==> src/rtl/x_top_mem_resp.sv <==
// UART-driven memory request bridge: decodes read/write frames from a serial
// initiator, issues one bus request per frame and returns echo/response bytes.

module x_top_uart_rx #(
    parameter int p_clk_hz = 1000000,
    parameter int p_baud   = 9600
) (
    input  logic       i_clk,
    input  logic       i_nrst,
    input  logic       i_rx,
    output logic       o_valid,
    output logic [7:0] o_data
);
    localparam int         CPB     = p_clk_hz / p_baud;
    localparam logic [15:0] BIT_M1  = 16'(CPB - 1);
    localparam logic [15:0] HALF_M1 = 16'(CPB / 2 - 1);
    localparam logic [1:0] RX_IDLE  = 2'd0;
    localparam logic [1:0] RX_START = 2'd1;
    localparam logic [1:0] RX_DATA  = 2'd2;
    localparam logic [1:0] RX_STOP  = 2'd3;

    logic [1:0]  sync_r;
    logic [1:0]  state_r;
    logic [15:0] cnt_r;
    logic [2:0]  bit_r;
    logic [7:0]  shift_r;
    logic        valid_r;

    // Synchronise the line, then sample each bit at its midpoint.
    always_ff @(posedge i_clk or negedge i_nrst) begin
        if (!i_nrst) begin
            sync_r  <= 2'b11;
            state_r <= RX_IDLE;
            cnt_r   <= 16'd0;
            bit_r   <= 3'd0;
            shift_r <= 8'd0;
            valid_r <= 1'b0;
        end else begin
            sync_r  <= {sync_r[0], i_rx};
            valid_r <= 1'b0;
            case (state_r)
                RX_IDLE: begin
                    cnt_r <= 16'd0;
                    if (!sync_r[1]) state_r <= RX_START;
                end
                RX_START: begin
                    if (cnt_r == HALF_M1) begin
                        cnt_r   <= 16'd0;
                        bit_r   <= 3'd0;
                        state_r <= sync_r[1] ? RX_IDLE : RX_DATA;
                    end else begin
                        cnt_r <= cnt_r + 16'd1;
                    end
                end
                RX_DATA: begin
                    if (cnt_r == BIT_M1) begin
                        cnt_r   <= 16'd0;
                        shift_r <= {sync_r[1], shift_r[7:1]};
                        bit_r   <= bit_r + 3'd1;
                        if (bit_r == 3'd7) state_r <= RX_STOP;
                    end else begin
                        cnt_r <= cnt_r + 16'd1;
                    end
                end
                RX_STOP: begin
                    if (cnt_r == BIT_M1) begin
                        cnt_r   <= 16'd0;
                        valid_r <= sync_r[1];
                        state_r <= RX_IDLE;
                    end else begin
                        cnt_r <= cnt_r + 16'd1;
                    end
                end
                default: state_r <= RX_IDLE;
            endcase
        end
    end

    assign o_valid = valid_r;
    assign o_data  = shift_r;
endmodule

module x_top_uart_tx #(
    parameter int p_clk_hz = 1000000,
    parameter int p_baud   = 9600
) (
    input  logic       i_clk,
    input  logic       i_nrst,
    input  logic       i_valid,
    input  logic [7:0] i_data,
    output logic       o_ready,
    output logic       o_tx
);
    localparam int          CPB    = p_clk_hz / p_baud;
    localparam logic [15:0] BIT_M1 = 16'(CPB - 1);

    logic        busy_r;
    logic [8:0]  sh_r;
    logic [15:0] cnt_r;
    logic [3:0]  nbit_r;
    logic        tx_r;

    // Start bit, eight data bits LSB first, one full stop bit before ready again.
    always_ff @(posedge i_clk or negedge i_nrst) begin
        if (!i_nrst) begin
            busy_r <= 1'b0;
            sh_r   <= 9'h1FF;
            cnt_r  <= 16'd0;
            nbit_r <= 4'd0;
            tx_r   <= 1'b1;
        end else if (!busy_r) begin
            if (i_valid) begin
                busy_r <= 1'b1;
                sh_r   <= {1'b1, i_data};
                tx_r   <= 1'b0;
                cnt_r  <= 16'd0;
                nbit_r <= 4'd0;
            end
        end else if (cnt_r == BIT_M1) begin
            cnt_r <= 16'd0;
            if (nbit_r == 4'd9) begin
                busy_r <= 1'b0;
            end else begin
                tx_r   <= sh_r[0];
                sh_r   <= {1'b1, sh_r[8:1]};
                nbit_r <= nbit_r + 4'd1;
            end
        end else begin
            cnt_r <= cnt_r + 16'd1;
        end
    end

    assign o_ready = !busy_r;
    assign o_tx    = tx_r;
endmodule

module x_top_mem_resp #(
    parameter int p_clk_hz  = 1000000,
    parameter int p_baud    = 9600,
    parameter int p_timeout = 100000
) (
    input  logic        i_clk,
    input  logic        i_nrst,
    input  logic        i_rx,
    output logic        o_tx,
    output logic        o_valid,
    output logic        o_rnw,
    input  logic        i_accept,
    output logic [31:0] o_addr,
    output logic [31:0] o_data,
    input  logic [31:0] i_data
);
    localparam logic [3:0] ST_IDLE = 4'd0;
    localparam logic [3:0] ST_A0   = 4'd1;
    localparam logic [3:0] ST_A1   = 4'd2;
    localparam logic [3:0] ST_A2   = 4'd3;
    localparam logic [3:0] ST_A3   = 4'd4;
    localparam logic [3:0] ST_D0   = 4'd5;
    localparam logic [3:0] ST_D1   = 4'd6;
    localparam logic [3:0] ST_D2   = 4'd7;
    localparam logic [3:0] ST_D3   = 4'd8;
    localparam logic [3:0] ST_MEM  = 4'd9;
    localparam logic [3:0] ST_RSP0 = 4'd10;
    localparam logic [3:0] ST_RSP1 = 4'd11;
    localparam logic [3:0] ST_RSP2 = 4'd12;
    localparam logic [3:0] ST_RSP3 = 4'd13;
    localparam logic [3:0] ST_DONE = 4'd14;
    localparam logic [31:0] TMO_M1 = 32'(p_timeout - 1);

    logic        rx_valid_s;
    logic [7:0]  rx_byte_s;
    logic        tx_ready_s;
    logic [3:0]  state_r;
    logic [3:0]  state_nxt_s;
    logic [31:0] tmo_cnt_r;
    logic        tx_valid_r;
    logic [7:0]  tx_byte_r;
    logic        valid_r;
    logic        rnw_r;
    logic [31:0] addr_r;
    logic [31:0] data_r;
    logic [23:0] rdata_hi_r;
    logic        rx_take_s;
    logic        tx_accept_s;
    logic        mem_fire_s;
    logic        counting_s;
    logic        timeout_s;
    logic        load_s;
    logic [7:0]  load_byte_s;

    x_top_uart_rx #(.p_clk_hz(p_clk_hz), .p_baud(p_baud)) u_rx (
        .i_clk  (i_clk),
        .i_nrst (i_nrst),
        .i_rx   (i_rx),
        .o_valid(rx_valid_s),
        .o_data (rx_byte_s)
    );

    x_top_uart_tx #(.p_clk_hz(p_clk_hz), .p_baud(p_baud)) u_tx (
        .i_clk  (i_clk),
        .i_nrst (i_nrst),
        .i_valid(tx_valid_r),
        .i_data (tx_byte_r),
        .o_ready(tx_ready_s),
        .o_tx   (o_tx)
    );

    // Frame sequencing; a byte is only taken when no transmit byte is outstanding.
    always_comb begin
        rx_take_s   = rx_valid_s && !tx_valid_r;
        tx_accept_s = tx_valid_r && tx_ready_s;
        mem_fire_s  = valid_r && i_accept;
        counting_s  = (state_r != ST_IDLE) && (state_r != ST_MEM) && (state_r != ST_DONE);
        timeout_s   = counting_s && (tmo_cnt_r >= TMO_M1) && !rx_valid_s;
        state_nxt_s = state_r;
        load_s      = 1'b0;
        load_byte_s = rx_byte_s;
        if (timeout_s) begin
            state_nxt_s = ST_IDLE;
        end else begin
            case (state_r)
                ST_IDLE: begin
                    if (rx_take_s && (rx_byte_s == 8'h00 || rx_byte_s == 8'h01)) begin
                        state_nxt_s = ST_A0;
                        load_s      = 1'b1;
                    end else begin
                        state_nxt_s = ST_IDLE;
                    end
                end
                ST_A0, ST_A1, ST_A2, ST_D0, ST_D1, ST_D2: begin
                    if (rx_take_s) begin
                        state_nxt_s = state_r + 4'd1;
                        load_s      = 1'b1;
                    end else begin
                        state_nxt_s = state_r;
                    end
                end
                ST_A3, ST_D3: begin
                    if (rx_take_s) begin
                        state_nxt_s = (state_r == ST_A3 && !rnw_r) ? ST_D0 : ST_MEM;
                        load_s      = 1'b1;
                    end else begin
                        state_nxt_s = state_r;
                    end
                end
                ST_MEM: begin
                    if (mem_fire_s) begin
                        state_nxt_s = rnw_r ? ST_RSP0 : ST_DONE;
                        load_s      = 1'b1;
                        load_byte_s = rnw_r ? i_data[7:0] : 8'h00;
                    end else begin
                        state_nxt_s = ST_MEM;
                    end
                end
                ST_DONE: begin
                    if (tx_accept_s) begin
                        state_nxt_s = ST_IDLE;
                    end else begin
                        state_nxt_s = ST_DONE;
                    end
                end
                ST_RSP0, ST_RSP1, ST_RSP2: begin
                    if (rx_take_s) begin
                        state_nxt_s = state_r + 4'd1;
                        load_s      = 1'b1;
                        case (state_r)
                            ST_RSP0: load_byte_s = rdata_hi_r[7:0];
                            ST_RSP1: load_byte_s = rdata_hi_r[15:8];
                            default: load_byte_s = rdata_hi_r[23:16];
                        endcase
                    end else begin
                        state_nxt_s = state_r;
                    end
                end
                ST_RSP3: begin
                    if (rx_take_s) begin
                        state_nxt_s = ST_IDLE;
                    end else begin
                        state_nxt_s = ST_RSP3;
                    end
                end
                default: state_nxt_s = ST_IDLE;
            endcase
        end
    end

    // State register and inter-byte timeout counter.
    always_ff @(posedge i_clk or negedge i_nrst) begin
        if (!i_nrst) begin
            state_r   <= ST_IDLE;
            tmo_cnt_r <= 32'd0;
        end else begin
            state_r <= state_nxt_s;
            if (!counting_s || rx_valid_s || (state_nxt_s != state_r)) begin
                tmo_cnt_r <= 32'd0;
            end else begin
                tmo_cnt_r <= tmo_cnt_r + 32'd1;
            end
        end
    end

    // Transmit slot, bus request and captured fields.
    always_ff @(posedge i_clk or negedge i_nrst) begin
        if (!i_nrst) begin
            tx_valid_r <= 1'b0;
            tx_byte_r  <= 8'h00;
            valid_r    <= 1'b0;
            rnw_r      <= 1'b0;
            addr_r     <= 32'd0;
            data_r     <= 32'd0;
            rdata_hi_r <= 24'd0;
        end else begin
            if (load_s) begin
                tx_valid_r <= 1'b1;
                tx_byte_r  <= load_byte_s;
            end else if (tx_accept_s) begin
                tx_valid_r <= 1'b0;
            end
            // Request goes out only once the final echo has been handed to the transmitter.
            if (mem_fire_s) begin
                valid_r <= 1'b0;
            end else if (state_r == ST_MEM && (!tx_valid_r || tx_accept_s)) begin
                valid_r <= 1'b1;
            end
            if (mem_fire_s && rnw_r) rdata_hi_r <= i_data[31:8];
            if (state_r == ST_IDLE && state_nxt_s == ST_A0) rnw_r <= rx_byte_s[0];
            if (rx_take_s) begin
                case (state_r)
                    ST_A0:   addr_r[7:0]   <= rx_byte_s;
                    ST_A1:   addr_r[15:8]  <= rx_byte_s;
                    ST_A2:   addr_r[23:16] <= rx_byte_s;
                    ST_A3:   addr_r[31:24] <= rx_byte_s;
                    ST_D0:   data_r[7:0]   <= rx_byte_s;
                    ST_D1:   data_r[15:8]  <= rx_byte_s;
                    ST_D2:   data_r[23:16] <= rx_byte_s;
                    ST_D3:   data_r[31:24] <= rx_byte_s;
                    default: addr_r        <= addr_r;
                endcase
            end
        end
    end

    assign o_valid = valid_r;
    assign o_rnw   = rnw_r;
    assign o_addr  = addr_r;
    assign o_data  = data_r;
endmodule

==> config.mk <==
export PLATFORM = sky130hd
export DESIGN_NAME = x_top_mem_resp
export DESIGN_NICKNAME = d
export VERILOG_FILES = /design/src/rtl/x_top_mem_resp.sv
export SDC_FILE = /design/constraint.sdc
export NUM_CORES = 1
export LEC_CHECK = 0
export CORE_MARGIN = 2
export CORE_UTILIZATION = 52
export CTS_CLUSTER_SIZE = 20
export DETAILED_ROUTE_END_ITERATION = 7
export HOLD_SLACK_MARGIN = 0.1
export PLACE_DENSITY = 0.75
export SETUP_SLACK_MARGIN = 0.15
export SYNTH_ARGS = -nofsm -noshare
export SYNTH_HDL_FRONTEND = slang
export SYNTH_SLANG_ARGS = --single-unit
==> constraint.sdc <==
create_clock -name i_clk -period 8.35 [get_ports i_clk]
set_clock_uncertainty 0.2 [all_clocks]
set_input_delay 0.835 -clock i_clk [delete_from_list [all_inputs] [get_ports i_clk]]
set_output_delay 0.835 -clock i_clk [all_outputs]
set_load 0.05 [all_outputs]
# Word-level counts from Yosys, hierarchy flattened
# Index checks and enable logic that the tools add are counted.
# classes
n_reduce_logical,46
n_lt_le_gt_ge,1
n_addsub,6
muxes,60
n_eq_ne,34
# op_table
cell,count
two-way mux 16 bit,5
case mux 16 bit (3 select lines),1
two-way mux 4 bit,10
two-way mux 9 bit,4
"adder 16 x 1 -> 16 bit, second input constant",2
"adder 32 x 1 -> 32 bit, second input constant",1
"equality test 16 x 7 -> 1 bit, second input constant",2
"equality test 4 bit, second input constant",8
">= comparator 32 x 17 -> 1 bit, second input constant",1
two-way mux 32 bit,1
two-way mux 8 bit,4
case mux 8 bit (2 select lines),2
case mux 4 bit (6 select lines),1
two-way mux 1 bit,19
AND reduction 2 bit,9
"equality test 16 x 6 -> 1 bit, second input constant",1
"equality test 4 x 3 -> 1 bit, second input constant",4
logical AND 1 bit,12
two-way mux 2 bit,6
two-way mux 3 bit,4
OR reduction 11 bit,1
OR reduction 9 bit,1
"adder 4 x 1 -> 4 bit, second input constant",2
"equality test 4 x 1 -> 1 bit, second input constant",2
other kinds (24),44
# word_totals
inputBits,36
register_bits,198
word_cells,173
output_inout_bits,67

# Depth between registers and ports, before layout
# depth
depth_word,9
depth_mapped,13
mapped_depth_nobuf,10

# Hierarchy
# From an unflattened synthesis, not the netlist that was laid out.
# hier_totals
cells_unflattened,858
hier_area_um2,9695.5
# modules_own_cells
mod,cells_per_inst,seq_area_each_um2,area_each_um2,instances
x_top_mem_resp,560,3378.2,6498.7,1
x_top_uart_tx,170,762.0,1686.6,1
x_top_uart_rx,128,803.3,1510.2,1

# Worst setup path after synthesis
# No wires, ideal clock.
# synth_path
path_type,register to register
from,register tx_valid_r
to,register tmo_cnt_r[22]
path_stages_with_launch,14
path_buffers,3
synth_period_minus_slack_ps,3271
setup_time_ps,71
arrival_ps,3000
required_time_ps,8079
slack_ps,5079
cell_sequence,dfrtp_1 > nor2b_1 > clkbuf_1 > clkinv_1 > ha_1 > and2_1 > a32oi_1 > and2_0 > or4_1 > a21oi_1 > o311ai_1 > buf_6 > buf_6 > nor2_1
# synth_between
elab_chain_cells,9
word_cells_on_any_way,14
classes_between,eq/ne: 1; mux: 8; reduce/logical: 5
# synth_lines
item,line,rtl
from (decl),176,logic tx_valid_r;
from (signal assigned),305,tx_valid_r <= 1'b0;
from (signal assigned),314,tx_valid_r <= 1'b1;
from (signal assigned),317,tx_valid_r <= 1'b0;
zero test 1 bit,210,rx_take_s = rx_valid_s && !tx_valid_r;
logical AND 1 bit,210,
logical AND 1 bit,223,if (rx_take_s && (rx_byte_s == 8'h00 || rx_byte_s == 8'h01)) begin
two-way mux 1 bit,223,
case mux 4 bit (6 select lines) *,221,case (state_r)
two-way mux 4 bit *,218,if (timeout_s) begin
!= test 4 bit *,294,if (!counting_s || rx_valid_s || (state_nxt_s != state_r)) begin
logical OR 1 bit *,294,
two-way mux 32 bit *,294,
to (signal assigned),297,tmo_cnt_r <= tmo_cnt_r + 32'd1;
to (decl),175,logic [31:0] tmo_cnt_r;
# Every way passes the cells marked *; elsewhere a longest branch is shown, timed or not.
# A chain may end at the register's enable or synchronous reset.

# Final worst setup path
# layout_path
from,register tx_valid_r
to,register tmo_cnt_r[28]
# The elaborated chain is that of the path after synthesis.

==> flow_summary.json <==
{
  "slew_headroom_pct": 19.9,
  "cts_resized": 0,
  "n_antenna_cell": 0,
  "critPathMaxFanout": 29,
  "path_delay_family": "compound AO/OA/AOI/OAI gates",
  "grt_pass1_vias": 6707,
  "hpwlAfterDp_um": 13800,
  "drv_cap": 0,
  "synth_top_area_share_pct": 50.3,
  "drive_gt1_share_pct": 16.1,
  "htreeDepth": 4,
  "grt_max_degree": 117,
  "startpoint_type": "register",
  "fmaxAchievable_mhz": 227,
  "synth_enable_flop_cells": 0,
  "clock_latency_ps": 440,
  "start_util_pct": 53.3,
  "setup_viol": 0,
  "crit_chain": "nor2b_1, clkinv_1, ha_1, and2_1, a32oi_1, nand3_1, o211ai_1, a21oi_1, o311ai_4, nor2_1",
  "worst_path_max_delay_cell": "o311ai_4",
  "ctsLongestPathBuffers": 2,
  "gp_congestion": 0.876,
  "powerDensity_nw_per_um2": 168,
  "whs_ps": 154,
  "period_share_pct": 52.7,
  "die_h_um": 137,
  "clk_pin_slew_worst_paths_ps": 80,
  "io_buffers": 102,
  "synth_cell_types": 59,
  "num_rows": 48,
  "synth_nets": 895,
  "drtIter0Drc": 653,
  "antenna_found_initial": 0,
  "placed_cell_area_um2": 10400,
  "design.core.area_um2": 17400,
  "die_w_um": 137,
  "grt_overflow": 0,
  "ys_top_cells_by_count": "dfrtp_1, mux2_2, nor2_1",
  "p_leak_nw": 5.03,
  "status": "finished, final reports clean",
  "ir_worst_vdd_mv": 0.139,
  "critPathKind": "register to register",
  "hold_viol_final": 0,
  "viasPerCell": 5.78,
  "grt_use_total_pct": 23.6,
  "final.setup.tns_ps": 0,
  "post-route-util_pct": 63.7,
  "yosys_warnings": 0,
  "ys_seq_area_share_pct": 53.4,
  "synth_area_leaders": "dfrtp_1, mux2_2, nor2_1",
  "worstHoldPathType": "register to register",
  "yosys_register_bits": 197,
  "syn_inst": 842,
  "totalWireLength_um": 21100,
  "syn_area_um2": 9250,
  "critPathArrivalTime_ps": 4470,
  "root_buffer": "clkbuf_16",
  "cp-end-kind": "register",
  "grt_pass1_wl_um": 34600,
  "synthArstFlopShare_pct": 100,
  "drt_pass1_iterations": 8,
  "ant_nets": 0,
  "slowest_delay_ps": 970,
  "cts_setup_buffers": 0,
  "worstPathRequired_ps": 8420,
  "cts_buffers": 17,
  "cts_hold_buf": 0,
  "grt_setup_unrepaired": "no",
  "fillers": 1357,
  "cts_tree": "yes",
  "synth.most_common_cell": "dfrtp_1",
  "worst_slew_pin_slew_ps": 1200,
  "fin_area_um2": 11100,
  "cp.buffers_inverters": 1,
  "dieArea_um2": 18900,
  "vias": 6727,
  "ys.flop_type": "dfrtp_1",
  "power_mw": 1.86,
  "synthToLayoutAreaGrowth_pct": 19.5,
  "nNetsFinal": 979,
  "drv_slew": 0,
  "synth_area_leader_cell": "dfrtp_1",
  "wl_per_cell_um": 18.1,
  "avgSynthCellArea_um2": 11.0,
  "numClockSinks": 197,
  "num_io_pins": 103,
  "period_needed_ps": 4400,
  "drc": 0
}
==> cells by family (layout without fill, tap and decap cells) <==
family	Yosys count	count (layout)	synth area share, %
simple gates	282	282	14.6
flops	197	197	53.4
compound gates	124	124	8.91
mux	113	113	13.6
buf+inv	63	160	2.77
xor+xnor	46	46	4.35
fa+ha+maj	17	17	2.30
==> placed cells by master, fill, tap and decap left out, types with 13 or more instances in the layout <==
master and n:
a21oi_1 20, inv_1 23, dfrtp_1 186, ha_1 17, xnor2_1 17, nand3_1 33, o21ai_0 40, xor2_1 29
mux2_2 102, and3_1 13, clkdlybuf4s50_1 101, nor3_1 19, nand2_1 71, clkbuf_16 17, nor2_1 82
==> cell type report <==
| type | count | area (um^2) | area share [%] |
|---|---|---|---|
| inverters | 24 | 90.1 | 0.815 |
| flip-flops and latches | 197 | 4940 | 44.7 |
| well taps | 225 | 282 | 2.55 |
| multi-input cells | 582 | 4070 | 36.8 |
| clock buffers | 18 | 439 | 3.97 |
| clock inverters | 14 | 195 | 1.76 |
| repair buffers | 104 | 1040 | 9.40 |
==> per-layer routing <==
layer	up-vias	wire length, um	track usage (%)
li1	3154	-	-
met1	3317	9360	32.2
met2	214	9940	37.1
met3	42	1400	6.33
met4	0	359	7.10
met5	-	0	0
==> power by group <==
group,internal (mW),leakage [nW],switching (mW),total (mW)
sequential,0.954,2.68,0.000492,0.955
combinational,0.0149,2.04,0.0208,0.0357
clock,0.469,0.311,0.402,0.871
==> state kept, by name, summed over array words and instances (netlist names), 2 cells and up, named ones only <==
register	count
u_rx.cnt_r	16
u_rx.bit_r	3
o_addr	32
rdata_hi_r	24
u_rx.sync_r	2
u_tx.cnt_r	16
u_rx.o_data	8
tmo_cnt_r	32
tx_byte_r	8
u_tx.sh_r	8
o_data	32
state_r	4
u_tx.nbit_r	4
==> final timing paths <==
kind                                  end  slack (ps)      startpoint  cells after the start
setup / recovery            tmo_cnt_r[28]        3950      tx_valid_r                     10
hold / removal             u_rx.sync_r[1]         150  u_rx.sync_r[0]                      0
setup reg to reg            tmo_cnt_r[28]        3950      tx_valid_r                     10
hold reg to reg            u_rx.sync_r[1]         150  u_rx.sync_r[0]                      0
max in group asynchronous    tmo_cnt_r[9]        6070          i_nrst                      2
min in group asynchronous  u_rx.cnt_r[14]         290          i_nrst                      1
==> through the flow <==
stage | setup WS [ps] | instances
6_report | 3950 | 1164
5_1_grt | 3620 | 1164
4_1_cts | 4000 | 1164
3_5_place_dp | 4030 | 1132
3_3_place_gp | 4150 | 1132
2_1_floorplan | 5080 | 842
No activity file was read; power rests on OpenSTA's default activity.
